==> src/rtl/hdu_sb.sv <==
// hdu_sb: load-use hazard unit with a LOAD_LAT-deep load scoreboard,
// branch flush, SRAM stall priority, saturating event counters and a stall watchdog.
module hdu_sb #(
   parameter int REG_AW       = 5,
   parameter int LOAD_LAT     = 1,
   parameter int FLUSH_DEPTH  = 2,
   parameter int CNT_W        = 16,
   parameter int SRAM_TIMEOUT = 1024
) (
   input  logic              i_clk,
   input  logic              i_rst_n,
   input  logic              i_sram_stall,
   input  logic              i_br_flush,
   input  logic [REG_AW-1:0] i_id_rs1,
   input  logic [REG_AW-1:0] i_id_rs2,
   input  logic              i_id_rs1_used,
   input  logic              i_id_rs2_used,
   input  logic [REG_AW-1:0] i_id_rd,
   input  logic              i_id_rdwren,
   input  logic              i_id_mem_rden,
   output logic              o_pc_wren,
   output logic              o_ifid_wren,
   output logic              o_idex_wren,
   output logic              o_exmem_wren,
   output logic              o_memwb_wren,
   output logic              o_ifid_clear,
   output logic              o_idex_clear,
   output logic              o_exmem_clear,
   output logic [CNT_W-1:0]  o_bubble_cnt,
   output logic [CNT_W-1:0]  o_flush_cnt,
   output logic              o_sram_timeout
);
   localparam int FD = (FLUSH_DEPTH < LOAD_LAT) ? FLUSH_DEPTH : LOAD_LAT;
   localparam int SW = $clog2(SRAM_TIMEOUT + 1);
   localparam logic [SW-1:0] RUN_MAX = SW'(SRAM_TIMEOUT - 1);
   localparam logic [CNT_W-1:0] CNT_MAX = '1;

   logic [LOAD_LAT-1:0] r_sb_v;
   logic [REG_AW-1:0]   r_sb_rd [LOAD_LAT];
   logic [LOAD_LAT-1:0] w_v_nxt;
   logic [REG_AW-1:0]   w_rd_nxt [LOAD_LAT];
   logic [CNT_W-1:0]    r_bubble_cnt;
   logic [CNT_W-1:0]    r_flush_cnt;
   logic [SW-1:0]       r_stall_run;
   logic                r_timeout;
   logic                w_luh;
   logic                w_push;

   always_comb begin
      w_luh = 1'b0;
      for (int k = 0; k < LOAD_LAT; k++)
         w_luh = w_luh | (r_sb_v[k] &
                 ((i_id_rs1_used & (i_id_rs1 != '0) & (i_id_rs1 == r_sb_rd[k])) |
                  (i_id_rs2_used & (i_id_rs2 != '0) & (i_id_rs2 == r_sb_rd[k]))));
   end

   assign w_push = i_id_mem_rden & i_id_rdwren & (i_id_rd != '0) & ~w_luh & ~i_br_flush;

   // entry 0 takes the new load (or the bubble), older entries shift; flush kills the youngest FD
   for (genvar k = 0; k < LOAD_LAT; k++) begin : g_sb
      if (k == 0) begin : g_head
         assign w_v_nxt[k]  = w_push;
         assign w_rd_nxt[k] = i_id_rd;
      end else begin : g_tail
         assign w_v_nxt[k]  = r_sb_v[k-1] & ~(i_br_flush & (k < FD));
         assign w_rd_nxt[k] = r_sb_rd[k-1];
      end
   end

   always_ff @(posedge i_clk or negedge i_rst_n)
      if (!i_rst_n) begin
         r_sb_v  <= '0;
         r_sb_rd <= '{default: '0};
      end else if (!i_sram_stall) begin
         r_sb_v  <= w_v_nxt;
         r_sb_rd <= w_rd_nxt;
      end

   always_ff @(posedge i_clk or negedge i_rst_n)
      if (!i_rst_n) begin
         r_bubble_cnt <= '0;
         r_flush_cnt  <= '0;
         r_stall_run  <= '0;
         r_timeout    <= 1'b0;
      end else begin
         if (!i_sram_stall && w_luh && !i_br_flush && r_bubble_cnt != CNT_MAX)
            r_bubble_cnt <= r_bubble_cnt + 1'b1;
         if (!i_sram_stall && i_br_flush && r_flush_cnt != CNT_MAX)
            r_flush_cnt <= r_flush_cnt + 1'b1;
         r_stall_run <= !i_sram_stall ? '0 : (r_stall_run == RUN_MAX) ? r_stall_run : r_stall_run + 1'b1;
         if (i_sram_stall && r_stall_run == RUN_MAX)
            r_timeout <= 1'b1;
      end

   assign o_pc_wren      = ~i_sram_stall & (i_br_flush | ~w_luh);
   assign o_ifid_wren    = ~i_sram_stall & (i_br_flush | ~w_luh);
   assign o_idex_wren    = ~i_sram_stall;
   assign o_exmem_wren   = ~i_sram_stall;
   assign o_memwb_wren   = ~i_sram_stall;
   assign o_ifid_clear   = ~i_sram_stall & i_br_flush;
   assign o_idex_clear   = ~i_sram_stall & (i_br_flush | w_luh);
   assign o_exmem_clear  = ~i_sram_stall & i_br_flush;
   assign o_bubble_cnt   = r_bubble_cnt;
   assign o_flush_cnt    = r_flush_cnt;
   assign o_sram_timeout = r_timeout;
endmodule

==> config.mk <==
export PLATFORM = sky130hd
export DESIGN_NAME = hdu_sb
export DESIGN_NICKNAME = d
export VERILOG_FILES = /design/src/rtl/hdu_sb.sv
export SDC_FILE = /design/constraint.sdc
export NUM_CORES = 1
export LEC_CHECK = 0
export CAP_MARGIN = 20
export CORE_UTILIZATION = 44
export DETAILED_ROUTE_END_ITERATION = 10
export PLACE_DENSITY = 0.81
export SYNTH_ARGS = -nofsm -noshare
export SYNTH_HDL_FRONTEND = slang
export SYNTH_SLANG_ARGS = --single-unit
==> constraint.sdc <==
create_clock -name i_clk -period 1.7 [get_ports i_clk]
set_input_delay 0.34 -clock i_clk [delete_from_list [all_inputs] [get_ports i_clk]]
set_output_delay 0.34 -clock i_clk [all_outputs]
set_load 0.02 [all_outputs]
Word-level counts from Yosys, hierarchy flattened
Index checks and enable logic that the tools add are counted.
{ "classes": {"add_sub_neg": 3, "eq_ne": 6, "mux": 2, "bitwise_logic": 18, "reduce_logical": 11} }
{ "ops": {"columns": ["op", "count"], "rows": [
  ["16-bit by 1-bit adder with 16-bit output (second input constant)", 2],
  ["16-bit inequality test (second input constant)", 2],
  ["11-bit two-way mux", 2],
  ["5-bit nonzero test", 3],
  ["1-bit bitwise AND", 12],
  ["11-bit by 1-bit adder with 11-bit output (second input constant)", 1],
  ["11-bit by 10-bit equality test with 1-bit output (second input constant)", 1],
  ["5-bit equality test", 2],
  ["1-bit logical AND", 6],
  ["1-bit NOT", 3],
  ["1-bit OR", 3],
  ["1-bit logical NOT", 2],
  ["2-bit inequality test (second input constant)", 1]
]} }
{ "word_totals": {"ff_bits": 50, "in_bits": 23, "out_inout_bits": 41, "word_cells": 46} }

Logic depth before layout (Yosys ltp)
Gate-level depths: netlist of run 1.
{ "depth": {"word_depth": 8, "ltp_mapped": 8, "mapped_depth_nobuf": 7} }

Least setup slack after synthesis of run 1
Ideal clock, no wire load.
{ "synth_path": {"kind": "input -> output", "from": "input port i_id_rs1[0]", "to": "output port o_pc_wren", "arrival_time_ns": 1.682, "t_required_ns": 1.360, "path_slack_ns": -0.322, "cell_stages": 6, "n_path_buf": 1, "cell_sequence": "nor4_1 nor2_1 o2111ai_4 nand2_1 a21oi_1 buf_4"} }
{ "synth_between": {"elab_chain_cells": 8, "word_cells_on_any_way": 9, "cone_classes": "1 x eq/ne; 7 x bitwise; 1 x reduce/logical"} }
{ "synth_rtl": {"columns": ["item", "line_no", "source"], "rows": [
  ["from (decl)", "14", "input logic [REG_AW-1:0] i_id_rs1,"],
  ["5-bit nonzero test", "53", "((i_id_rs1_used & (i_id_rs1 != '0) & (i_id_rs1 == r_sb_rd[k])) |"],
  ["1-bit bitwise AND", "53", null],
  ["1-bit bitwise AND *", "53", null],
  ["1-bit OR *", "53", null],
  ["1-bit bitwise AND *", "52", "w_luh = w_luh | (r_sb_v[k] &"],
  ["1-bit NOT *", null, null],
  ["1-bit OR *", null, null],
  ["1-bit bitwise AND *", null, null],
  ["to (decl)", "21", "output logic o_pc_wren,"]
]} }
Mark *: on every way between the ends. The rest lies on a longest branch, timed or not.

Final worst setup path of run 1
{ "layout_path": {"from": "register r_sb_rd[1] in the netlist's numbering", "to": "register r_bubble_cnt[1] (netlist: o_bubble_cnt[1])"} }
{ "layout_between": {"elab_chain_cells": 7, "word_cells_on_any_way": 9, "cone_classes": "2 x eq/ne; 4 x bitwise; 3 x reduce/logical"} }
{ "layout_rtl": {"columns": ["item", "line_no", "source"], "rows": [
  ["from (decl)", "39", "logic [REG_AW-1:0] r_sb_rd [LOAD_LAT];"],
  ["from (signal assigned)", "76", "r_sb_rd <= w_rd_nxt;"],
  ["5-bit equality test, on equally long branches", "53, 54", null],
  ["1-bit bitwise AND, on equally long branches", "53, 54", null],
  ["1-bit OR *", "53", null],
  ["1-bit bitwise AND *", "52", null],
  ["1-bit logical AND * (3 in a row)", "86", "if (!i_sram_stall && w_luh && !i_br_flush && r_bubble_cnt != CNT_MAX)"],
  ["to (signal assigned)", "87", "r_bubble_cnt <= r_bubble_cnt + 1'b1;"],
  ["to (decl)", "42", "logic [CNT_W-1:0] r_bubble_cnt;"]
]} }
Marked as above.
A chain may end at the register's enable or synchronous reset.

==> out/qor.yml, run 1 <==
status:
  status: "finished, violations left"
  violations: "negative setup slack"
global_routing:
  grt_overflow: 0
  grt_pass1_vias: 2188
  antenna_found_initial: 0
  grt_max_degree: 37
  grt_pass1_wl_mm: 10.1
  grt.total_usage: 0.212
floorplanning:
  ioPinCount: 64
  initial_core_util: 0.455
  die-area_um2: 5960
  die_w_um: 77.2
  row_count: 27
  die_height_um: 77.2
  core_um2: 5470
final_layout:
  fillCellCount: 419
  finalNonFillerCells: 428
  nets: 381
  utilization: 0.699
  final_common_cell: "buf_4"
  mostFrequentLayoutCells: "buf_4 (57), dfrtp_1 (43), dlygate4sd2_1 (37), xnor2_1 (29), nor2_1 (16)"
  n_antenna_cell: 0
  area_delta_synth_final_pct: 53.7
  drive_gt1_frac: 0.334
pwr:
  combPwrFrac: 0.255
  peakVddDrop_mv: 0.799
  power_density_nw_per_um2: 726
  leakage_nw: 1.89
  pwr-share-seq: 0.504
  p_clk_frac: 0.241
  power.switching_mw: 0.849
  swShare: 0.306
  internal-power_mw: 1.93
clock_tree:
  clk_latency_ns: 0.31
  cts-root-buf: "clkbuf_8"
  cts-buffers-inserted: 5
  cts_max_level: 2
  clock_path_buffers: 2
  path_clk_slew_ns: 0.09
  cts.sinks: 50
  cts_tree: "yes"
timing:
  finalCriticalPeriod_ns: 2.15
  tns_ns: -6.69
  fmax_ghz: 0.465
  finalWorstSetupSlack_ns: -0.451
  slew_headroom: 0.737
  finClkSkew_ns: 0.0146
  setup_viol: 19
  hold_violations: 0
  tightest_slew_ns: 0.395
  rsz0062_at_grt: "yes"
  period_share: 1.27
  slew_violations: 0
placed_design:
  io_buffers: 63
  gp_congestion: 0.775
  hpwl_mm: 4.38
  dpl_worst_slack_ns: -0.947
  placed_cells: 411
detailed_routing:
  first_iter_violations: 123
  firstDrtPassIters: 4
  vias_per_cell: 5.15
  num_vias: 2203
  drc: 0
  postRouteAntennaNets: 0
  routed_wirelength_mm: 6.22
  wl_per_cell_um: 14.5
synthesis:
  synth_async_sr_flop_share: 1.00
  synth_edf_count: 0
  yosys_warnings: 0
  syn_nets: 258
  synthFlopType: "dfrtp_1"
  ys_seq_area_frac: 0.503
  synth-seq-cells: 50
  syn_inst: 232
  ys_top_cells_by_area: "dfrtp_1 (50%), xnor2_1 (11%), xor2_1 (3.9%)"
  syn-cell-area_um2: 2490
  synth_top_area_share: 0.503
  synth_largest_area_cell: "dfrtp_1"
  ys_types: 35
  syn_avg_cell_area_um2: 10.7
setup_path:
  path_class: "flip-flop to flip-flop"
  cp.arrival_ns: 2.33
  end_kind: "flip-flop"
  worstSetupStartpointType: "flip-flop"
  cp_max_fo: 6
  required_ns: 1.88
worst_hold_path:
  hold_class: "primary input to asynchronous set/reset pin"
run:
  cap_violations: 0
## cells in the mapped netlist (all sizes together), types with 4 or more instances
library cell	number
a21oi	5
o21ai	4
nand2	21
nand4	15
xor2	11
nor3	6
and3	8
xnor2	31
nand3	12
inv	5
buf	6
mux2	7
dfrtp	50
nor4	5
nor2	17
## per-stage QoR
step | hold slack (ns) | power [mW] | cell area (µm²)
final | 0.484 | 2.78 | 3830
after global routing | 0.514 | 2.93 | 3830
after global placement | 0.275 | 2.12 | 3600
after floorplan | 0.0444 | 1.73 | 2540
after detailed placement | 0.290 | 2.15 | 3600
after CTS | 0.484 | 2.76 | 3720
## logic make-up (layout without fill, tap and decap cells)
family	count (synthesis)	count (layout)	share of synthesized area
AO/OA/AOI/OAI	19	19	0.0638
XOR/XNOR	42	42	0.148
multiplexers	8	8	0.0357
adder cells (fa/ha/maj)	3	3	0.0151
flip-flops	50	50	0.503
AND/OR/NAND/NOR	97	97	0.206
buffers and inverters	13	137	0.0291
## state kept, by name, indices dropped and copies added (netlist names)
signal and count:
r_sb_v 1, o_sram_timeout 1, r_stall_run 11, o_bubble_cnt 16
o_flush_cnt 16, r_sb_rd 5
## timing repair
action	CTS	global route
endpoints found under the hold margin	14	0
endpoints found under the setup margin	58	45
gates cloned	1	0
pin swaps	19	21
gates resized for setup	65	31
hold buffers	1	0
setup buffers	5	2
## worst paths after layout
| path | start | to | slack [ns] | depth (start not counted) |
|---|---|---|---|---|
| hold / removal | i_rst_n | o_bubble_cnt[11] | 0.48 | 2 |
| setup reg to reg | r_sb_rd[1] | o_bubble_cnt[1] | -0.45 | 7 |
| min in group i_clk | o_sram_timeout | o_sram_timeout | 0.49 | 1 |
| setup / recovery | r_sb_rd[1] | o_bubble_cnt[1] | -0.45 | 7 |
| max in group asynchronous | i_rst_n | o_bubble_cnt[7] | 0.68 | 3 |
| hold reg to reg | o_sram_timeout | o_sram_timeout | 0.49 | 1 |
## area by class of cell
| cell class | instances | area (µm²) | area share |
|---|---|---|---|
| clock inverters | 2 | 10.0 | 0.00262 |
| well taps | 72 | 90.1 | 0.0235 |
| flip-flops and latches | 50 | 1260 | 0.329 |
| repair buffers | 124 | 1070 | 0.279 |
| inverters | 5 | 18.8 | 0.00491 |
| clock buffers | 6 | 72.6 | 0.0190 |
| multi-input cells | 169 | 1310 | 0.342 |
## worst max-delay path: stages (launching register included)
cell and delay [ns]:
dfrtp_1 0.43, xor2_1 0.16, nor3_1 0.19, nand4_1 0.20, buf_4 0.21, a2111oi_4 0.36, buf_6 0.19, mux2_4 0.29
## power groups by stage
| stage | Combinational (mW) | Sequential [mW] | Clock (mW) |
|---|---|---|---|
| after floorplan | 0.216 | 1.51 | 0 |
| final | 0.707 | 1.40 | 0.670 |
| after CTS | 0.685 | 1.38 | 0.694 |
| after detailed placement | 0.742 | 1.40 | 0 |
| after global routing | 0.770 | 1.42 | 0.745 |
| after global placement | 0.721 | 1.40 | 0 |
## metal layers
metal  vias up  GRT usage  part of all wire
met5         -          0                 0
met4         0     0.0491            0.0096
met3         8     0.0405             0.042
met2        49      0.361              0.50
met1      1086      0.278              0.44
li1       1060          -                 -
Note: power is estimated with default switching activity, not from simulation.
==> inputs of run 2 (changes only) <==
- CORE_UTILIZATION: 44 -> 35
- PLACE_DENSITY: 0.81 -> 0.68
==> run 2 against run 1 <==
Against the previous run:
- the flow still finishes with violations (negative setup slack)
- core utilization is 12 points lower
- cell area grew 4.1%
- worst setup slack better by 0.0014 ns
- maximum frequency is essentially flat
- sequential cell count did not move
- register-to-register slack barely moved
- clock-buffer cell count up 2
- first-iteration DRC count fell by 35%
- via count rose by 2.1%
- clock skew down 0.011 ns
- largest cell class unchanged
==> out/qor.yml, run 2 (same netlist as run 1, synthesis figures left out) <==
status:
  status: "finished, violations left"
  violations: "negative setup slack"
clock_tree:
  cts-root-buf: "clkbuf_8"
  cts.sinks: 50  # unchanged
  clk_latency_ns: 0.31  # about the same
  cts_max_level: 2  # unchanged
  clock_path_buffers: 2  # unchanged
  cts_tree: "yes"
  cts-buffers-inserted: 5  # unchanged
  path_clk_slew_ns: 0.09  # about the same
pwr:
  p_clk_frac: 0.273  # +0.032
  power.switching_mw: 0.862  # +1.5%
  combPwrFrac: 0.260  # +0.005
  pwr-share-seq: 0.468  # -0.036
  leakage_nw: 1.98  # +4.8%
  internal-power_mw: 2.08  # +7.9%
  peakVddDrop_mv: 0.672  # -16%
  finalPower_mw: 2.94  # +5.9%
  power_density_nw_per_um2: 739  # +1.8%
  swShare: 0.293  # -0.0129
detailed_routing:
  drc: 0  # unchanged
  routed_wirelength_mm: 6.29  # +1.0%
  wl_per_cell_um: 13.5  # -7.0%
  vias_per_cell: 4.84  # -6.0%
  postRouteAntennaNets: 0  # unchanged
  num_vias: 2250  # +2.1%
  firstDrtPassIters: 4  # unchanged
  first_iter_violations: 80  # -35%
run:
  cap_violations: 0  # unchanged
timing:
  finClkSkew_ns: 0.00319  # -0.0114 ns
  finalCriticalPeriod_ns: 2.15  # -0.00141 ns
  hold_violations: 0  # unchanged
  slew_headroom: 0.753  # +0.0161
  fmax_ghz: 0.465  # about the same
  rsz0062_at_grt: "yes"
  period_share: 1.26  # about the same
  tightest_slew_ns: 0.370  # -0.0255 ns
  setup_viol: 20  # +1
  slew_violations: 0  # unchanged
  finalWorstSetupSlack_ns: -0.450  # +0.00141 ns
setup_path:
  required_ns: 1.90  # +0.02 ns
  reg2reg_slack_ns: -0.45  # about the same
  cp.arrival_ns: 2.35  # +0.02 ns
  reg2reg_from: "r_sb_rd[3]"
  end_kind: "flip-flop"
  worst-r2r-cell-count: 8  # +1
  cp_max_fo: 6  # unchanged
  path_class: "flip-flop to flip-flop"
  worstSetupStartpointType: "flip-flop"
  r2r_end: "o_bubble_cnt[1]"
floorplanning:
  ioPinCount: 64  # unchanged
  die_w_um: 86.3  # +12%
  die_height_um: 86.3  # +12%
  core_um2: 6830  # +25%
  die-area_um2: 7460  # +25%
  row_count: 30  # +11%
  initial_core_util: 0.364  # -0.0905
placed_design:
  io_buffers: 63  # unchanged
  placed_cells: 446  # +8.5%
  gp_congestion: 0.759  # -2.0%
  hpwl_mm: 4.48  # +2.4%
final_layout:
  nets: 394  # +3.4%
  final_common_cell: "buf_4"
  n_antenna_cell: 0  # unchanged
  mostFrequentLayoutCells: "buf_4 (67), dfrtp_1 (43), dlygate4sd2_1 (36), xnor2_1 (29)"
  finalNonFillerCells: 465  # +8.6%
  area_delta_synth_final_pct: 59.9
  fillCellCount: 629  # +50%
  drive_gt1_frac: 0.374  # +0.0397
global_routing:
  grt_pass1_wl_mm: 10.5  # +3.9%
  antenna_found_initial: 0  # unchanged
  grt.total_usage: 0.180  # -0.0328
  grt_pass1_vias: 2310  # +5.6%
  grt_overflow: 0  # unchanged
  grt_max_degree: 26  # -30%
worst_hold_path:
  hold_class: "primary input to asynchronous set/reset pin"
-- run 2: cell types whose count changed in the layout (fill, tap and decap cells not counted), moves of 3 or more --
cell,delta
a21oi_2,-3
buf_4,+10
a21oi_1,+3
clkbuf_8,+3
buf_2,+3
-- run 2: final cells by class --
cell class                      instances  area [µm²]  area share
Inverter                                5        18.8     0.00471
Multi-Input combinational cell        169        1320       0.331
Sequential cell                        50        1260       0.316
Clock buffer                            8         110      0.0276
Tap cell                               96         120      0.0302
Timing Repair Buffer                  137        1150       0.290
-- run 2: per-layer routing --
layer	routed length (µm)	part of all wire	vias up	track usage
met4	61	0.0097	0	0.0530
met1	2870	0.46	1106	0.229
li1	-	-	1089	-
met2	3080	0.49	50	0.305
met5	0	0	-	0
met3	274	0.044	5	0.0410
-- run 2: per-stage QoR --
stage | cell area [µm²] | worst slack, ns | util | hold slack [ns] | TNS (ns)
final | 3980 | -0.450 | 0.583 | 0.455 | -5.77
after global routing | 3980 | -0.526 | 0.583 | 0.457 | -7.97
after CTS | 3890 | -0.439 | 0.570 | 0.450 | -6.27
after detailed placement | 3710 | -0.919 | 0.543 | 0.249 | -19.56
after global placement | 3710 | -0.885 | 0.543 | 0.245 | -19.09
after floorplan | 2540 | -0.209 | - | 0.0444 | -1.76
-- run 2: power by group through the flow --
stage	clock (mW)	combinational [mW]	sequential, mW
after global placement	0	0.757	1.40
after CTS	0.828	0.717	1.38
final	0.802	0.765	1.38
after floorplan	0	0.216	1.51
after detailed placement	0	0.769	1.40
after global routing	0.882	0.834	1.39
-- run 2: worst max-delay path by stage --
stage | startpoint | end | slack (ns) | depth (start not counted)
2_1_floorplan | r_sb_rd[3] | o_bubble_cnt[1] | -0.21 | 6
3_3_place_gp | i_id_rs1[0] | o_pc_wren | -0.88 | 7
3_5_place_dp | i_id_rs1[0] | o_ifid_wren | -0.92 | 7
4_1_cts | r_sb_rd[3] | o_bubble_cnt[1] | -0.44 | 7
5_1_grt | r_sb_rd[3] | o_bubble_cnt[1] | -0.53 | 8
6_report | r_sb_rd[3] | o_bubble_cnt[1] | -0.45 | 8
-- run 2: what timing repair did --
item,in CTS,in global routing
gates cloned,1,0
hold buffers,1,0
setup endpoints to repair,59,42
setup buffers,9,4
pin swaps,30,19
resized for setup,74,34
endpoints found under the hold margin,10,0
-- run 2: worst max-delay path, cell delays in order, from the launching register on --
cell,delay (ns)
dfrtp_1,0.42
buf_6,0.13
xor2_2,0.14
nor3_4,0.15
o2111ai_4,0.14
buf_6,0.16
a2111oi_4,0.41
buf_6,0.19
mux2_4,0.29
==> inputs of run 3 (changes only) <==
- CTS_CLUSTER_SIZE: unset -> 16
- SETUP_SLACK_MARGIN: unset -> 0.4
==> run 3 against run 2 <==
Against the previous run:
- the flow still finishes with violations (negative setup slack)
- clock-buffer cell count shrank 3
- first-iteration DRC count shrank 18%
- sequential share of layout area shrank 4.9 points
- final cell count grew 9.5%
- via count grew 11%
- critical path type unchanged
- largest power group unchanged
- highest routed layer unchanged
==> out/qor.yml, run 3 (same netlist as run 1, synthesis figures left out) <==
status:
  status: "finished, violations left"
  violations: "negative setup slack"
setup_path:
  cp.arrival_ns: 2.37  # +0.02 ns
  end_kind: "flip-flop"
  worstSetupStartpointType: "flip-flop"
  path_class: "flip-flop to flip-flop"
  cp_max_fo: 6  # unchanged
  required_ns: 1.89  # about the same
clock_tree:
  cts_max_level: 2  # unchanged
  clk_latency_ns: 0.30  # about the same
  cts.sinks: 50  # unchanged
  cts-root-buf: "clkbuf_8"
  path_clk_slew_ns: 0.09  # about the same
  clock_path_buffers: 2  # unchanged
  cts-buffers-inserted: 5  # unchanged
  cts_tree: "yes"
final_layout:
  mostFrequentLayoutCells: "buf_6 (80), buf_4 (70), dfrtp_1 (35), xnor2_1 (22)"
  area_delta_synth_final_pct: 91.1
  n_antenna_cell: 0  # unchanged
  nets: 438  # +11%
  fin_area_um2: 4760  # +19%
  final_common_cell: "buf_6"
  drive_gt1_frac: 0.610  # +0.236
  fillCellCount: 499  # -21%
detailed_routing:
  postRouteAntennaNets: 0  # unchanged
  first_iter_violations: 66  # -18%
  drc: 0  # unchanged
  vias_per_cell: 4.90  # +1.3%
  wl_per_cell_um: 15.5  # +14%
  routed_wirelength_mm: 7.87  # +25%
  num_vias: 2496  # +11%
  firstDrtPassIters: 4  # unchanged
floorplanning:
  die_w_um: 86.3  # unchanged
  ioPinCount: 64  # unchanged
  core_um2: 6830  # unchanged
  die_height_um: 86.3  # unchanged
  die-area_um2: 7460  # unchanged
  initial_core_util: 0.364  # unchanged
  row_count: 30  # unchanged
global_routing:
  grt_max_degree: 51  # +96%
  global_route.usage.met2: 0.327  # +0.0216
  antenna_found_initial: 0  # unchanged
  grt.met3_usage: 0.0324  # -0.00857
  grt.total_usage: 0.190  # +0.0106
  gr-max-usage-layer: "met2"
  grt_overflow: 0  # unchanged
  grt_pass1_vias: 2438  # +5.5%
  grt_pass1_wl_mm: 11.2  # +7.2%
  use_met1: 0.252  # +0.0228
timing:
  setup_viol: 22  # +10%
  fmax_ghz: 0.458  # -1.5%
  hold_violations: 0  # unchanged
  finalCriticalPeriod_ns: 2.18  # +0.0332 ns
  holdWs_ns: 0.0118  # -0.444 ns
  finalWorstSetupSlack_ns: -0.483  # -0.0332 ns
  tightest_slew_ns: 0.387  # +0.0174 ns
  slew_headroom: 0.739  # -0.0134
  finClkSkew_ns: 0.0102  # +0.00703 ns
  rsz0062_at_grt: "yes"
  period_share: 1.28  # +0.0196
  slew_violations: 0  # unchanged
placed_design:
  placed_cell_area_um2: 3750  # +1.1%
  dpl_worst_slack_ns: -0.923  # -0.00365 ns
  hpwl_mm: 4.26  # -5.1%
  gp_congestion: 0.776  # +2.3%
  io_buffers: 63  # unchanged
worst_hold_path:
  hold_class: "primary input to asynchronous set/reset pin"
pwr:
  peakVddDrop_mv: 0.701  # +4.2%
  finalPower_mw: 3.32  # +13%
  power_density_nw_per_um2: 698  # -5.5%
  leakage_nw: 2.25  # +14%
run:
  cap_violations: 0  # unchanged
-- run 3: cell count changes in the layout (fill, tap and decap cells not counted), sizes merged --
| cell | before | now |
|---|---|---|
| bufinv | 0 | 1 |
| buf | 79 | 161 |
| clkinv | 0 | 2 |
| dlymetal6s2s | 5 | 1 |
| clkbuf | 11 | 5 |
| clkdlybuf4s50 | 13 | 12 |
| dlygate4sd2 | 36 | 7 |
| dlygate4sd3 | 1 | 0 |
-- run 3: path summary, 6_finish.rpt --
check / startpoint / endpoint / slack, ns / cells past startpoint
max: r_sb_rd[0] / o_bubble_cnt[1] / -0.48 / 7
min: i_rst_n / r_sb_rd[0] / 0.01 / 2
max reg2reg: r_sb_rd[0] / o_bubble_cnt[1] / -0.48 / 7
min reg2reg: o_sram_timeout / o_sram_timeout / 0.49 / 1
max in group asynchronous: i_rst_n / o_flush_cnt[2] / 1.44 / 2
min in group i_clk: i_sram_stall / r_stall_run[10] / 0.43 / 3
-- run 3: cell type report --
type / instances / area [µm²] / share of cell area
clock buffer: 5 / 68.8 / 0.0145
clock inverter: 3 / 40.0 / 0.00841
inverter: 5 / 18.8 / 0.00394
multi-input combinational: 169 / 1540 / 0.324
sequential: 50 / 1270 / 0.267
tap: 96 / 120 / 0.0252
timing repair buffer: 181 / 1700 / 0.357
-- run 3: timing repair --
action	CTS	global route
pin swaps	39	33
hold buffers	0	0
setup buffers	34	26
cloned	1	0
resized for setup	302	48
setup endpoints to repair	90	76
-- run 3: worst max-delay path, cell delays in order, from the launching register on --
cell and delay (ns):
dfrtp_1 0.43, xor2_1 0.16, nor3_1 0.19, nand4_1 0.21, buf_4 0.22, a2111oi_4 0.39, buf_6 0.19, mux2_4 0.29
-- run 3: layer usage --
metal / vias to the layer above / share of wire
met3: 6 / 0.038
met4: 0 / 0.0064
met1: 1250 / 0.43
li1: 1175 / -
met2: 65 / 0.53
met5: - / 0
-- run 3: power breakdown --
part / switching (mW) / internal, mW / total [mW]
clock: 0.415 / 0.434 / 0.849
combinational: 0.486 / 0.580 / 1.07
sequential: 0.105 / 1.30 / 1.41
-- run 3: stage by stage --
stage | utilization | TNS (ns) | instances
floorplan | - | -1.68 | 232
finish | 0.697 | -6.96 | 509
global route | 0.697 | -9.01 | 509
global placement | 0.549 | -19.40 | 440
detailed placement | 0.549 | -19.23 | 440
CTS | 0.635 | -6.93 | 483
